--- src/rtl/uart_pkg.sv ---
// Shared constants and helpers for the parametrised UART blocks.
package uart_pkg;

   // Parity modes
   localparam int PAR_NONE = 0;
   localparam int PAR_ODD  = 1;
   localparam int PAR_EVEN = 2;

   // Receive FSM encoding
   typedef logic [2:0] state_t;
   localparam state_t ST_IDLE      = 3'd0;
   localparam state_t ST_START     = 3'd1;
   localparam state_t ST_DATA      = 3'd2;
   localparam state_t ST_PARITY    = 3'd3;
   localparam state_t ST_STOP      = 3'd4;
   localparam state_t ST_WAIT_IDLE = 3'd5;

   // Clocks per bit period
   function automatic int baud_cnt_max(input int clk_hz, input int bps);
      return clk_hz / bps;
   endfunction

   // Ceiling log2, used for counter and pointer widths
   function automatic int clog2(input int value);
      int r;
      r = 0;
      while ((1 << r) < value) r = r + 1;
      return r;
   endfunction

endpackage

--- src/rtl/uart_rx_param_sync_fifo.sv ---
// First-word-fall-through FIFO; head entry is visible whenever o_valid is high
// and reads as zero while empty.
module sync_fifo
   import uart_pkg::*;
#(
   parameter int WIDTH = 8,
   parameter int DEPTH = 16
) (
   input  logic             sys_clk,
   input  logic             sys_rst_n,
   input  logic             i_wr_en,
   input  logic [WIDTH-1:0] i_wr_data,
   input  logic             i_rd_en,
   output logic [WIDTH-1:0] o_rd_data,
   output logic             o_valid,
   output logic             o_full
);
   localparam int AW = clog2(DEPTH);
   localparam logic [AW:0] CNT_FULL = (AW+1)'(DEPTH);

   logic [WIDTH-1:0] r_mem [DEPTH];
   logic [AW-1:0]    r_wr_ptr;
   logic [AW-1:0]    r_rd_ptr;
   logic [AW:0]      r_count;
   logic             w_rd;
   logic             w_wr;

   // A write into a full FIFO is allowed when the head is popped in the same cycle
   assign w_rd      = i_rd_en && (r_count != '0);
   assign w_wr      = i_wr_en && ((r_count != CNT_FULL) || w_rd);
   assign o_valid   = (r_count != '0);
   assign o_full    = (r_count == CNT_FULL);
   assign o_rd_data = o_valid ? r_mem[r_rd_ptr] : '0;

   // Storage write port
   always_ff @(posedge sys_clk) begin
      if (w_wr) r_mem[r_wr_ptr] <= i_wr_data;
   end

   // Pointers wrap naturally because DEPTH is a power of two
   always_ff @(posedge sys_clk or negedge sys_rst_n) begin
      if (!sys_rst_n) begin
         r_wr_ptr <= '0;
         r_rd_ptr <= '0;
         r_count  <= '0;
      end else begin
         if (w_wr) r_wr_ptr <= r_wr_ptr + AW'(1);
         if (w_rd) r_rd_ptr <= r_rd_ptr + AW'(1);
         case ({w_wr, w_rd})
            2'b10:   r_count <= r_count + (AW+1)'(1);
            2'b01:   r_count <= r_count - (AW+1)'(1);
            default: r_count <= r_count;
         endcase
      end
   end

endmodule

--- src/rtl/uart_rx_param.sv ---
// Parametrised UART receiver: majority-voted mid-bit sampling, false-start
// rejection, parity/framing/break detection and a FWFT output FIFO.
module uart_rx_param
   import uart_pkg::*;
#(
   parameter int CLK_FREQ   = 50_000_000,
   parameter int UART_BPS   = 9600,
   parameter int DATA_BITS  = 8,
   parameter int PARITY     = 0,
   parameter int STOP_BITS  = 1,
   parameter int FIFO_DEPTH = 16
) (
   input  logic                 sys_clk,
   input  logic                 sys_rst_n,
   input  logic                 rx,
   input  logic                 rd_en,
   output logic [DATA_BITS-1:0] po_data,
   output logic                 po_par_err,
   output logic                 po_frm_err,
   output logic                 po_valid,
   output logic                 fifo_full,
   output logic                 overrun,
   output logic                 break_det
);
   localparam int BAUD_CNT_MAX = baud_cnt_max(CLK_FREQ, UART_BPS);
   localparam int MID          = BAUD_CNT_MAX / 2 - 1;
   localparam int CNT_W        = clog2(BAUD_CNT_MAX);
   localparam int BIT_W        = 4;
   localparam int ENTRY_W      = DATA_BITS + 2;
   localparam logic [CNT_W-1:0] CNT_LAST  = CNT_W'(BAUD_CNT_MAX - 1);
   localparam logic [CNT_W-1:0] SMP_A     = CNT_W'(MID - 1);
   localparam logic [CNT_W-1:0] SMP_B     = CNT_W'(MID);
   localparam logic [CNT_W-1:0] SMP_C     = CNT_W'(MID + 1);
   localparam logic [BIT_W-1:0] DATA_LAST = BIT_W'(DATA_BITS - 1);
   localparam logic [BIT_W-1:0] STOP_LAST = BIT_W'(STOP_BITS - 1);
   localparam bit HAS_PAR = (PARITY == PAR_ODD) || (PARITY == PAR_EVEN);

   logic                 r_rx_m, r_rx_s, r_rx_d;
   state_t               r_state;
   logic [CNT_W-1:0]     r_baud_cnt;
   logic                 r_smp_a, r_smp_b;
   logic [BIT_W-1:0]     r_bit_cnt;
   logic [DATA_BITS-1:0] r_data;
   logic                 r_par_bit, r_par_err, r_frm_err, r_stop0_zero;
   logic                 r_overrun, r_break;

   logic                 w_fall, w_active, w_decide, w_bit;
   logic                 w_last_stop, w_first_stop_zero, w_par_zero, w_is_break;
   logic                 w_frm_err, w_fifo_wr, w_drop;
   logic [ENTRY_W-1:0]   w_head;
   logic                 w_valid, w_full;

   assign w_fall   = r_rx_d & ~r_rx_s;
   assign w_active = (r_state != ST_IDLE) && (r_state != ST_WAIT_IDLE);
   assign w_decide = w_active && (r_baud_cnt == SMP_C);
   assign w_bit    = (r_smp_a & r_smp_b) | (r_smp_a & r_rx_s) | (r_smp_b & r_rx_s);

   // Frame completion happens on the decision of the last stop bit
   assign w_last_stop       = (r_state == ST_STOP) && w_decide && (r_bit_cnt == STOP_LAST);
   assign w_first_stop_zero = (r_bit_cnt == '0) ? ~w_bit : r_stop0_zero;
   assign w_par_zero        = HAS_PAR ? ~r_par_bit : 1'b1;
   assign w_is_break        = (r_data == '0) && w_par_zero && w_first_stop_zero;
   assign w_frm_err         = r_frm_err | ~w_bit;
   assign w_fifo_wr         = w_last_stop && !w_is_break && (!w_full || rd_en);
   assign w_drop            = w_last_stop && !w_is_break && w_full && !rd_en;

   // 2-FF synchroniser plus a delay flop for falling-edge detection
   always_ff @(posedge sys_clk or negedge sys_rst_n) begin
      if (!sys_rst_n) begin
         r_rx_m <= 1'b1;
         r_rx_s <= 1'b1;
         r_rx_d <= 1'b1;
      end else begin
         r_rx_m <= rx;
         r_rx_s <= r_rx_m;
         r_rx_d <= r_rx_s;
      end
   end

   // Baud counter runs only while a frame is in progress; held at zero otherwise
   always_ff @(posedge sys_clk or negedge sys_rst_n) begin
      if (!sys_rst_n)
         r_baud_cnt <= '0;
      else if (!w_active)
         r_baud_cnt <= '0;
      else
         r_baud_cnt <= (r_baud_cnt == CNT_LAST) ? '0 : r_baud_cnt + CNT_W'(1);
   end

   // Capture the first two of the three mid-bit majority samples
   always_ff @(posedge sys_clk or negedge sys_rst_n) begin
      if (!sys_rst_n) begin
         r_smp_a <= 1'b1;
         r_smp_b <= 1'b1;
      end else begin
         if (r_baud_cnt == SMP_A) r_smp_a <= r_rx_s;
         if (r_baud_cnt == SMP_B) r_smp_b <= r_rx_s;
      end
   end

   // Receive FSM and frame assembly
   always_ff @(posedge sys_clk or negedge sys_rst_n) begin
      if (!sys_rst_n) begin
         r_state      <= ST_IDLE;
         r_bit_cnt    <= '0;
         r_data       <= '0;
         r_par_bit    <= 1'b0;
         r_par_err    <= 1'b0;
         r_frm_err    <= 1'b0;
         r_stop0_zero <= 1'b0;
      end else begin
         case (r_state)
            ST_IDLE: begin
               if (w_fall) begin
                  r_state   <= ST_START;
                  r_bit_cnt <= '0;
                  r_par_bit <= 1'b0;
                  r_par_err <= 1'b0;
                  r_frm_err <= 1'b0;
               end
            end
            ST_START: begin
               if (w_decide) r_state <= w_bit ? ST_IDLE : ST_DATA;
            end
            ST_DATA: begin
               if (w_decide) begin
                  r_data <= {w_bit, r_data[DATA_BITS-1:1]};
                  if (r_bit_cnt == DATA_LAST) begin
                     r_bit_cnt <= '0;
                     r_state   <= HAS_PAR ? ST_PARITY : ST_STOP;
                  end else begin
                     r_bit_cnt <= r_bit_cnt + BIT_W'(1);
                  end
               end
            end
            ST_PARITY: begin
               if (w_decide) begin
                  r_par_bit <= w_bit;
                  r_par_err <= (PARITY == PAR_ODD) ? ~(^{r_data, w_bit}) : ^{r_data, w_bit};
                  r_state   <= ST_STOP;
               end
            end
            ST_STOP: begin
               if (w_decide) begin
                  if (r_bit_cnt == '0) r_stop0_zero <= ~w_bit;
                  if (!w_bit) r_frm_err <= 1'b1;
                  if (r_bit_cnt == STOP_LAST) begin
                     r_bit_cnt <= '0;
                     r_state   <= w_bit ? ST_IDLE : ST_WAIT_IDLE;
                  end else begin
                     r_bit_cnt <= r_bit_cnt + BIT_W'(1);
                  end
               end
            end
            ST_WAIT_IDLE: begin
               if (r_rx_s) r_state <= ST_IDLE;
            end
            default: r_state <= ST_IDLE;
         endcase
      end
   end

   // Registered one-cycle status pulses
   always_ff @(posedge sys_clk or negedge sys_rst_n) begin
      if (!sys_rst_n) begin
         r_overrun <= 1'b0;
         r_break   <= 1'b0;
      end else begin
         r_overrun <= w_drop;
         r_break   <= w_last_stop && w_is_break;
      end
   end

   sync_fifo #(
      .WIDTH (ENTRY_W),
      .DEPTH (FIFO_DEPTH)
   ) u_fifo (
      .sys_clk   (sys_clk),
      .sys_rst_n (sys_rst_n),
      .i_wr_en   (w_fifo_wr),
      .i_wr_data ({w_frm_err, r_par_err, r_data}),
      .i_rd_en   (rd_en),
      .o_rd_data (w_head),
      .o_valid   (w_valid),
      .o_full    (w_full)
   );

   assign po_data    = w_head[DATA_BITS-1:0];
   assign po_par_err = w_head[DATA_BITS];
   assign po_frm_err = w_head[DATA_BITS+1];
   assign po_valid   = w_valid;
   assign fifo_full  = w_full;
   assign overrun    = r_overrun;
   assign break_det  = r_break;

endmodule
--- config.mk ---
export PLATFORM = sky130hd
export DESIGN_NAME = uart_rx_param
export DESIGN_NICKNAME = d
export VERILOG_FILES = /design/src/rtl/uart_pkg.sv /design/src/rtl/uart_rx_param_sync_fifo.sv /design/src/rtl/uart_rx_param.sv
export SDC_FILE = /design/constraint.sdc
export NUM_CORES = 1
export LEC_CHECK = 0
export ABC_CLOCK_PERIOD_IN_PS = 8500
export CAP_MARGIN = 25
export CELL_PAD_IN_SITES_DETAIL_PLACEMENT = 0
export CELL_PAD_IN_SITES_GLOBAL_PLACEMENT = 1
export CORE_UTILIZATION = 40
export CTS_CLUSTER_DIAMETER = 80
export CTS_CLUSTER_SIZE = 28
export DETAILED_ROUTE_END_ITERATION = 12
export PLACE_DENSITY = 0.67
export SKIP_CTS_REPAIR_TIMING = 1
export SYNTH_ARGS = -nofsm -noshare
export SYNTH_HDL_FRONTEND = slang
export SYNTH_SLANG_ARGS = --single-unit
--- constraint.sdc ---
create_clock -name sys_clk -period 8.5 [get_ports sys_clk]
set_input_delay 1.7 -clock sys_clk [delete_from_list [all_inputs] [get_ports sys_clk]]
set_output_delay 1.7 -clock sys_clk [all_outputs]
set_load 0.01 [all_outputs]
==> run_results.csv, run 1 <==
group,metric,value,unit
run_status,status,"finished, violations left",
run_status,violations,"DRC",
sta,finalSetupTns,0,ns
sta,fin_skew,0.0286,ns
finish,final_cell_mix,"edfxtp_1 (160), mux4_2 (50), dfrtp_1 (45)",
critical_path,required,6.80,ns
route,drt_iter0_drc,332,
pwr,finalPower,0.00233,W
finish,post_route_cells_drive_above_1_share,21.0,%
die,die_h,152,um
sta,drv_slew,0,
global_routing,grt_max_degree,52,
die,core_area,22000,sq um
sta,rsz0062_at_grt,"no",
critical_path,ff2ff_path_depth,13,
critical_path,startpoint_type,"flip-flop",
finish,stdcell_count,837,
logic_synthesis,synth_top_family_by_area,"multiplexers",
critical_path,worstPathArrival,3.27,ns
logic_synthesis,syn_inst,533,
worst_hold_path,hold_class,"flip-flop to flip-flop",
sta,worstMarginPinSlew,0.869,ns
placed_design,place_hpwl,10700,um
finish,nNetsFinal,567,
pwr,max-vdd-ir-drop,102,uV
logic_synthesis,synth_warnings,0,
logic_synthesis,yosys.area_share.xor_xnor,3.01,%
cts,cts_tree,"built",
logic_synthesis,synth_compound_area_share,2.69,%
die,io_pins,18,
sta,min_period,4.97,ns
logic_synthesis,ys_async_sr_fraction,24.2,%
critical_path,worstSetupPathType,"flip-flop to primary output",
global_routing,grt_pass1_vias,4682,
finish,diodes,0,
placed_design,dpl-instance-area,9540,sq um
logic_synthesis,synth.avg_cell_area,16.9,sq um
sta,hold_ws,0.359,ns
finish,finish.instance_area,9950,sq um
sta,hold_viol,0,
global_routing,antenna_found_initial,0,
worst_hold_path,holdPathStages,0,
logic_synthesis,ys_seq_area_share,67.5,%
die,dieArea,23200,sq um
pwr,powerDensity,234,nW/um^2
cts,clock_path_buffers,3,
cts,clkSinkCount,211,
placed_design,port_buffers,17,
die,start_util,41.1,%
cts,cts_inserted_buffers,13,
pwr,p_leak,3.72,nW
route,routed_wirelength,17000,um
cts,path_clk_slew,0.10,ns
logic_synthesis,synth_edf_count,160,
sta,finalSetupViolCount,0,
flow_run,cap_violations,0,
die,die_w,152,um
cts,insertion_delay,0.49,ns
finish,synthToLayoutAreaGrowth,10.3,%
route,antenna_left,0,
global_routing,grtUsageTotal,15.2,%
finish,final_common_cell,"edfxtp_1",
logic_synthesis,synthSimpleGateAreaFrac,8.78,%
route,post_drt_wl_per_cell,20.3,um
logic_synthesis,synth_adder_area_share,1.91,%
sta,slew_headroom,42.1,%
route,vias,4546,
route,vias_per_cell,5.43,
logic_synthesis,synthesis.area,9020,sq um
placed_design,place_congestion,0.773,
logic_synthesis,synth_cell_types,57,
route,first_pass_iters,9,
cts,root_buffer,"clkbuf_16",
logic_synthesis,synthFlopType,"edfxtp_1",
global_routing,grt_pass1_wl,27000,um
sta,fin_crit_sh,58.5,%
placed_design,place_inst,815,
critical_path,ff2ff_setup_slack,4.31,ns
route,drc_errors,1,
die,rows,54,
logic_synthesis,synth-seq-cells,211,
logic_synthesis,muxShareOfSynthArea,14.4,%
critical_path,end_kind,"primary output",
sta,max_clock_freq,201,MHz
critical_path,cp_max_fo,43,
global_routing,grt-ovfl-total,0,
cts,h-tree-depth,1,
logic_synthesis,syn_nets,550,
-- kinds of logic (layout without fill, tap and decap cells) --
kind of cell	after synthesis	in the layout
AND/OR/NAND/NOR	134	134
AO/OA/AOI/OAI	36	36
buffers and inverters	42	66
adder cells (fa/ha/maj)	14	14
flip-flops	211	211
XOR/XNOR	31	31
multiplexers	65	65
-- cells in the mapped netlist (all sizes together), types with 7 or more instances --
cell,number,area (sq um)
edfxtp,160,4800
mux4,50,1130
dfrtp,46,1150
nor2,23,86.3
nand2,20,75.1
clkbuf,19,71.3
xnor2,17,149
inv,16,60.1
o21ai,16,80.1
mux2,15,169
nor2b,15,93.8
xor2,14,123
ha,13,163
nand3,12,60.1
nor3,11,55.1
and3,9,56.3
nor4,8,71.3
buf,7,27.5
-- final timing paths --
path                                                      from                              to
worst min-delay path                          r_rx_m$_DFF_PN1_                r_rx_s$_DFF_PN1_
min in group asynchronous                            sys_rst_n           r_data[0]$_DFFE_PN0P_
max in group asynchronous                            sys_rst_n  u_fifo.r_rd_ptr[0]$_DFFE_PN0P_
worst min register to register                r_rx_m$_DFF_PN1_                r_rx_s$_DFF_PN1_
worst max-delay path            u_fifo.r_rd_ptr[0]$_DFFE_PN0P_                      po_frm_err
worst max register to register         r_baud_cnt[4]$_DFF_PN0_   u_fifo.r_count[4]$_DFFE_PN0P_
-- flip-flops by register name, indices dropped and copies added (netlist names), 3 cells and up --
name / cells
r_baud_cnt: 13
r_bit_cnt: 4
r_data: 8
r_state: 3
u_fifo.r_count: 5
u_fifo.r_mem: 160
u_fifo.r_rd_ptr: 4
u_fifo.r_wr_ptr: 4
-- where the power goes --
part	total [W]	switching (W)	internal [W]
registers	0.00123	0.0000899	0.00114
clock network	0.000657	0.000343	0.000313
logic	0.000445	0.000237	0.000208
-- worst max-delay path, cell delays in order, from the launching register on --
cell	delay [ns]
dfrtp_2	0.35
buf_4	0.65
mux4_2	0.60
mux4_2	0.49
nor2b_1	0.15
clkdlybuf4s50_1	0.48
-- per-layer routing --
layer | routed length (um) | track usage (%) | up-vias
met1 | 7730 | 20.1 | 2349
met3 | 504 | 2.13 | 21
li1 | - | - | 2094
met2 | 8520 | 26.6 | 82
met4 | 281 | 3.45 | 0
met5 | 0 | 0 | -
-- per-stage QoR --
step           utilization (%)  setup slack, ns
2_1_floorplan                -             4.51
3_3_place_gp              43.4             3.97
3_5_place_dp              43.4             3.87
4_1_cts                   45.3             3.46
5_1_grt                   45.3             3.35
6_report                  45.3             3.53
-- area by class of cell --
type	instances	area (sq um)
sequential	211	6090
inverter	16	60.1
timing repair buffer	28	255
fill	1870	12000
multi-input combinational	280	2780
clock inverter	6	57.6
clock buffer	16	358
tap	280	350
Power figures use the tool's default switching activity.
==> run 2: changes to the inputs <==
--- a/config.mk
+++ b/config.mk
@@ -5,7 +5,7 @@
 export SDC_FILE = /design/constraint.sdc
 export NUM_CORES = 1
 export LEC_CHECK = 0
-export ABC_CLOCK_PERIOD_IN_PS = 8500
+export ABC_CLOCK_PERIOD_IN_PS = 4370
 export CAP_MARGIN = 25
 export CELL_PAD_IN_SITES_DETAIL_PLACEMENT = 0
 export CELL_PAD_IN_SITES_GLOBAL_PLACEMENT = 1
@@ -13,7 +13,7 @@
 export CTS_CLUSTER_DIAMETER = 80
 export CTS_CLUSTER_SIZE = 28
 export DETAILED_ROUTE_END_ITERATION = 12
-export PLACE_DENSITY = 0.67
+export PLACE_DENSITY = 0.69
 export SKIP_CTS_REPAIR_TIMING = 1
 export SYNTH_ARGS = -nofsm -noshare
 export SYNTH_HDL_FRONTEND = slang
==> constraint.sdc (replaced) <==
create_clock -name sys_clk -period 4.37 [get_ports sys_clk]
set_input_delay 0.874 -clock sys_clk [delete_from_list [all_inputs] [get_ports sys_clk]]
set_output_delay 0.874 -clock sys_clk [all_outputs]
set_load 0.01 [all_outputs]
==> run 2 against run 1 <==
Global-route usage up 0.68 points. Critical endpoint is now po_data[5]. Wire length up 4.2%. Cell count up 0.12%. The run still ends with DRC left. Via count up 0.66%. Non-clock buffer count up 3. Setup slack worse by 3.1 ns. Clock skew down 0.0014 ns. Clock power up 92%. Combinational power up 94%. Flip-flop and latch count unchanged. Die area unchanged.
==> run_results.csv, run 2 (synthesized netlist as in run 1, its figures left out) <==
group,metric,value,unit
run_status,status,"finished, violations left",
cts,cts_inserted_buffers,12,
sta,rsz0062_at_grt,"no",
finish,diodes,0,
sta,finalSetupViolCount,0,
sta,hold_viol,0,
finish,nNetsFinal,569,
finish,largest-register,"u_fifo.r_mem",
critical_path,crit_chain,"buf_4 > mux4_2 > mux4_2 > nor2b_1 > clkdlybuf4s50_1",
critical_path,cp_max_fo,12,
route,first_pass_iters,8,
sta,hold_ws,0.352,ns
sta,fin_skew,0.0271,ns
sta,min_period,3.98,ns
route,drc_errors,2,
route,routed_wirelength,17700,um
cts,clock_path_buffers,3,
global_routing,grt_max_degree,39,
die,start_util,41.1,%
critical_path,cp_slowest_cell,"dfrtp_2",
cts,h-tree-depth,1,
critical_path,worstPathArrival,3.10,ns
die,core_area,22000,sq um
cts,insertion_delay,0.49,ns
finish,largest_registers,"u_fifo.r_mem x160, r_baud_cnt x13, r_data x8",
sta,max_clock_freq,251,MHz
finish,synthToLayoutAreaGrowth,10.5,%
route,vias_per_cell,5.46,
route,post_drt_wl_per_cell,21.2,um
route,vias,4576,
placed_design,place_congestion,0.814,
critical_path,slowest_delay,0.64,ns
critical_path,end_kind,"primary output",
finish,utilization,45.4,%
sta,drv_slew,0,
global_routing,grtUsageTotal,15.9,%
global_routing,grt-ovfl-total,0,
pwr,p_leak,3.73,nW
finish,post_route_cells_drive_above_1_share,20.8,%
sta,slew_headroom,41.2,%
worst_hold_path,hold_class,"flip-flop to flip-flop",
sta,fin_crit_sh,91.0,%
critical_path,startpoint_type,"flip-flop",
route,antenna_left,0,
pwr,max-vdd-ir-drop,291,uV
finish,final_common_cell,"edfxtp_1",
cts,path_clk_slew,0.11,ns
die,die_w,152,um
die,io_pins,18,
finish,final_cell_mix,"edfxtp_1 (160), mux4_2 (50), dfrtp_1 (45)",
sta,worstMarginPinSlew,0.882,ns
cts,root_buffer,"clkbuf_16",
global_routing,grt_pass1_wl,28100,um
flow_run,cap_violations,0,
placed_design,place_hpwl,11000,um
placed_design,port_buffers,17,
worst_hold_path,holdPathStages,0,
pwr,finalPower,0.00455,W
die,rows,54,
placed_design,place_inst,818,
global_routing,grt_pass1_vias,4807,
critical_path,worstSetupPathType,"flip-flop to primary output",
finish,largest_reg_flops,160,
die,die_h,152,um
run_status,violations,"DRC",
global_routing,antenna_found_initial,0,
finish,stdcell_count,838,
critical_path,crit_top_cell,"mux4_2",
cts,cts_tree,"built",
critical_path,required,3.50,ns
cts,clkSinkCount,211,
sta,finalSetupTns,0,ns
die,dieArea,23200,sq um
route,drt_iter0_drc,325,
critical_path,ff2ff_path_depth,13,
pwr,powerDensity,456,nW/um^2
## run 2: cell types whose count changed in the layout (fill, tap and decap cells not counted), moves of 2 or more
cell	delta
buf_4	+3
clkbuf_1	+2
clkbuf_16	-2
inv_6	-2
## run 2: layer usage
layer | global-route usage, % | wire, um
met1 | 23.0 | 7980
met2 | 25.7 | 8500
met3 | 1.73 | 981
met4 | 4.08 | 276
met5 | 0 | 0
## run 2: area by class of cell
cell class                 instances  area, sq um
multi-input combinational        280         2770
tap                              280          350
fill                            1850        12000
clock inverter                     4         92.6
timing repair buffer              31          283
inverter                          16         60.1
sequential                       211         6090
clock buffer                      16          315
## run 2: where the power goes
part / switching [W] / internal, W / total, W / leakage [nW]
combinational: 0.000440 / 0.000425 / 0.000865 / 1.12
clock: 0.000664 / 0.000600 / 0.00126 / 0.192
sequential: 0.000205 / 0.00221 / 0.00242 / 2.42
## run 2: path summary, 6_finish.rpt
| check | slack [ns] | startpoint | endpoint |
|---|---|---|---|
| max | 0.39 | u_fifo.r_rd_ptr[0]$_DFFE_PN0P_ | po_data[5] |
| min | 0.35 | r_rx_m$_DFF_PN1_ | r_rx_s$_DFF_PN1_ |
| max reg2reg | 0.66 | r_baud_cnt[4]$_DFF_PN0_ | u_fifo.r_count[4]$_DFFE_PN0P_ |
| min reg2reg | 0.35 | r_rx_m$_DFF_PN1_ | r_rx_s$_DFF_PN1_ |
| max in group asynchronous | 3.14 | sys_rst_n | u_fifo.r_rd_ptr[0]$_DFFE_PN0P_ |
| min in group asynchronous | 0.50 | sys_rst_n | r_stop0_zero$_DFFE_PN0P_ |
## run 2: metrics by stage
stage | cell area (sq um) | setup slack [ns]
after floorplan | 9020 | 0.944
after global placement | 9560 | 0.814
after detailed placement | 9560 | 0.677
after CTS | 9960 | 0.319
after global routing | 9960 | 0.214
final | 9960 | 0.392
## run 2: worst max-delay path: cells and delay by family, from the launching register on
kind / cells / cell delay [ns]
buf+inv: 2 / 0.80
flops: 1 / 0.64
simple gates: 1 / 0.14
mux: 2 / 1.02
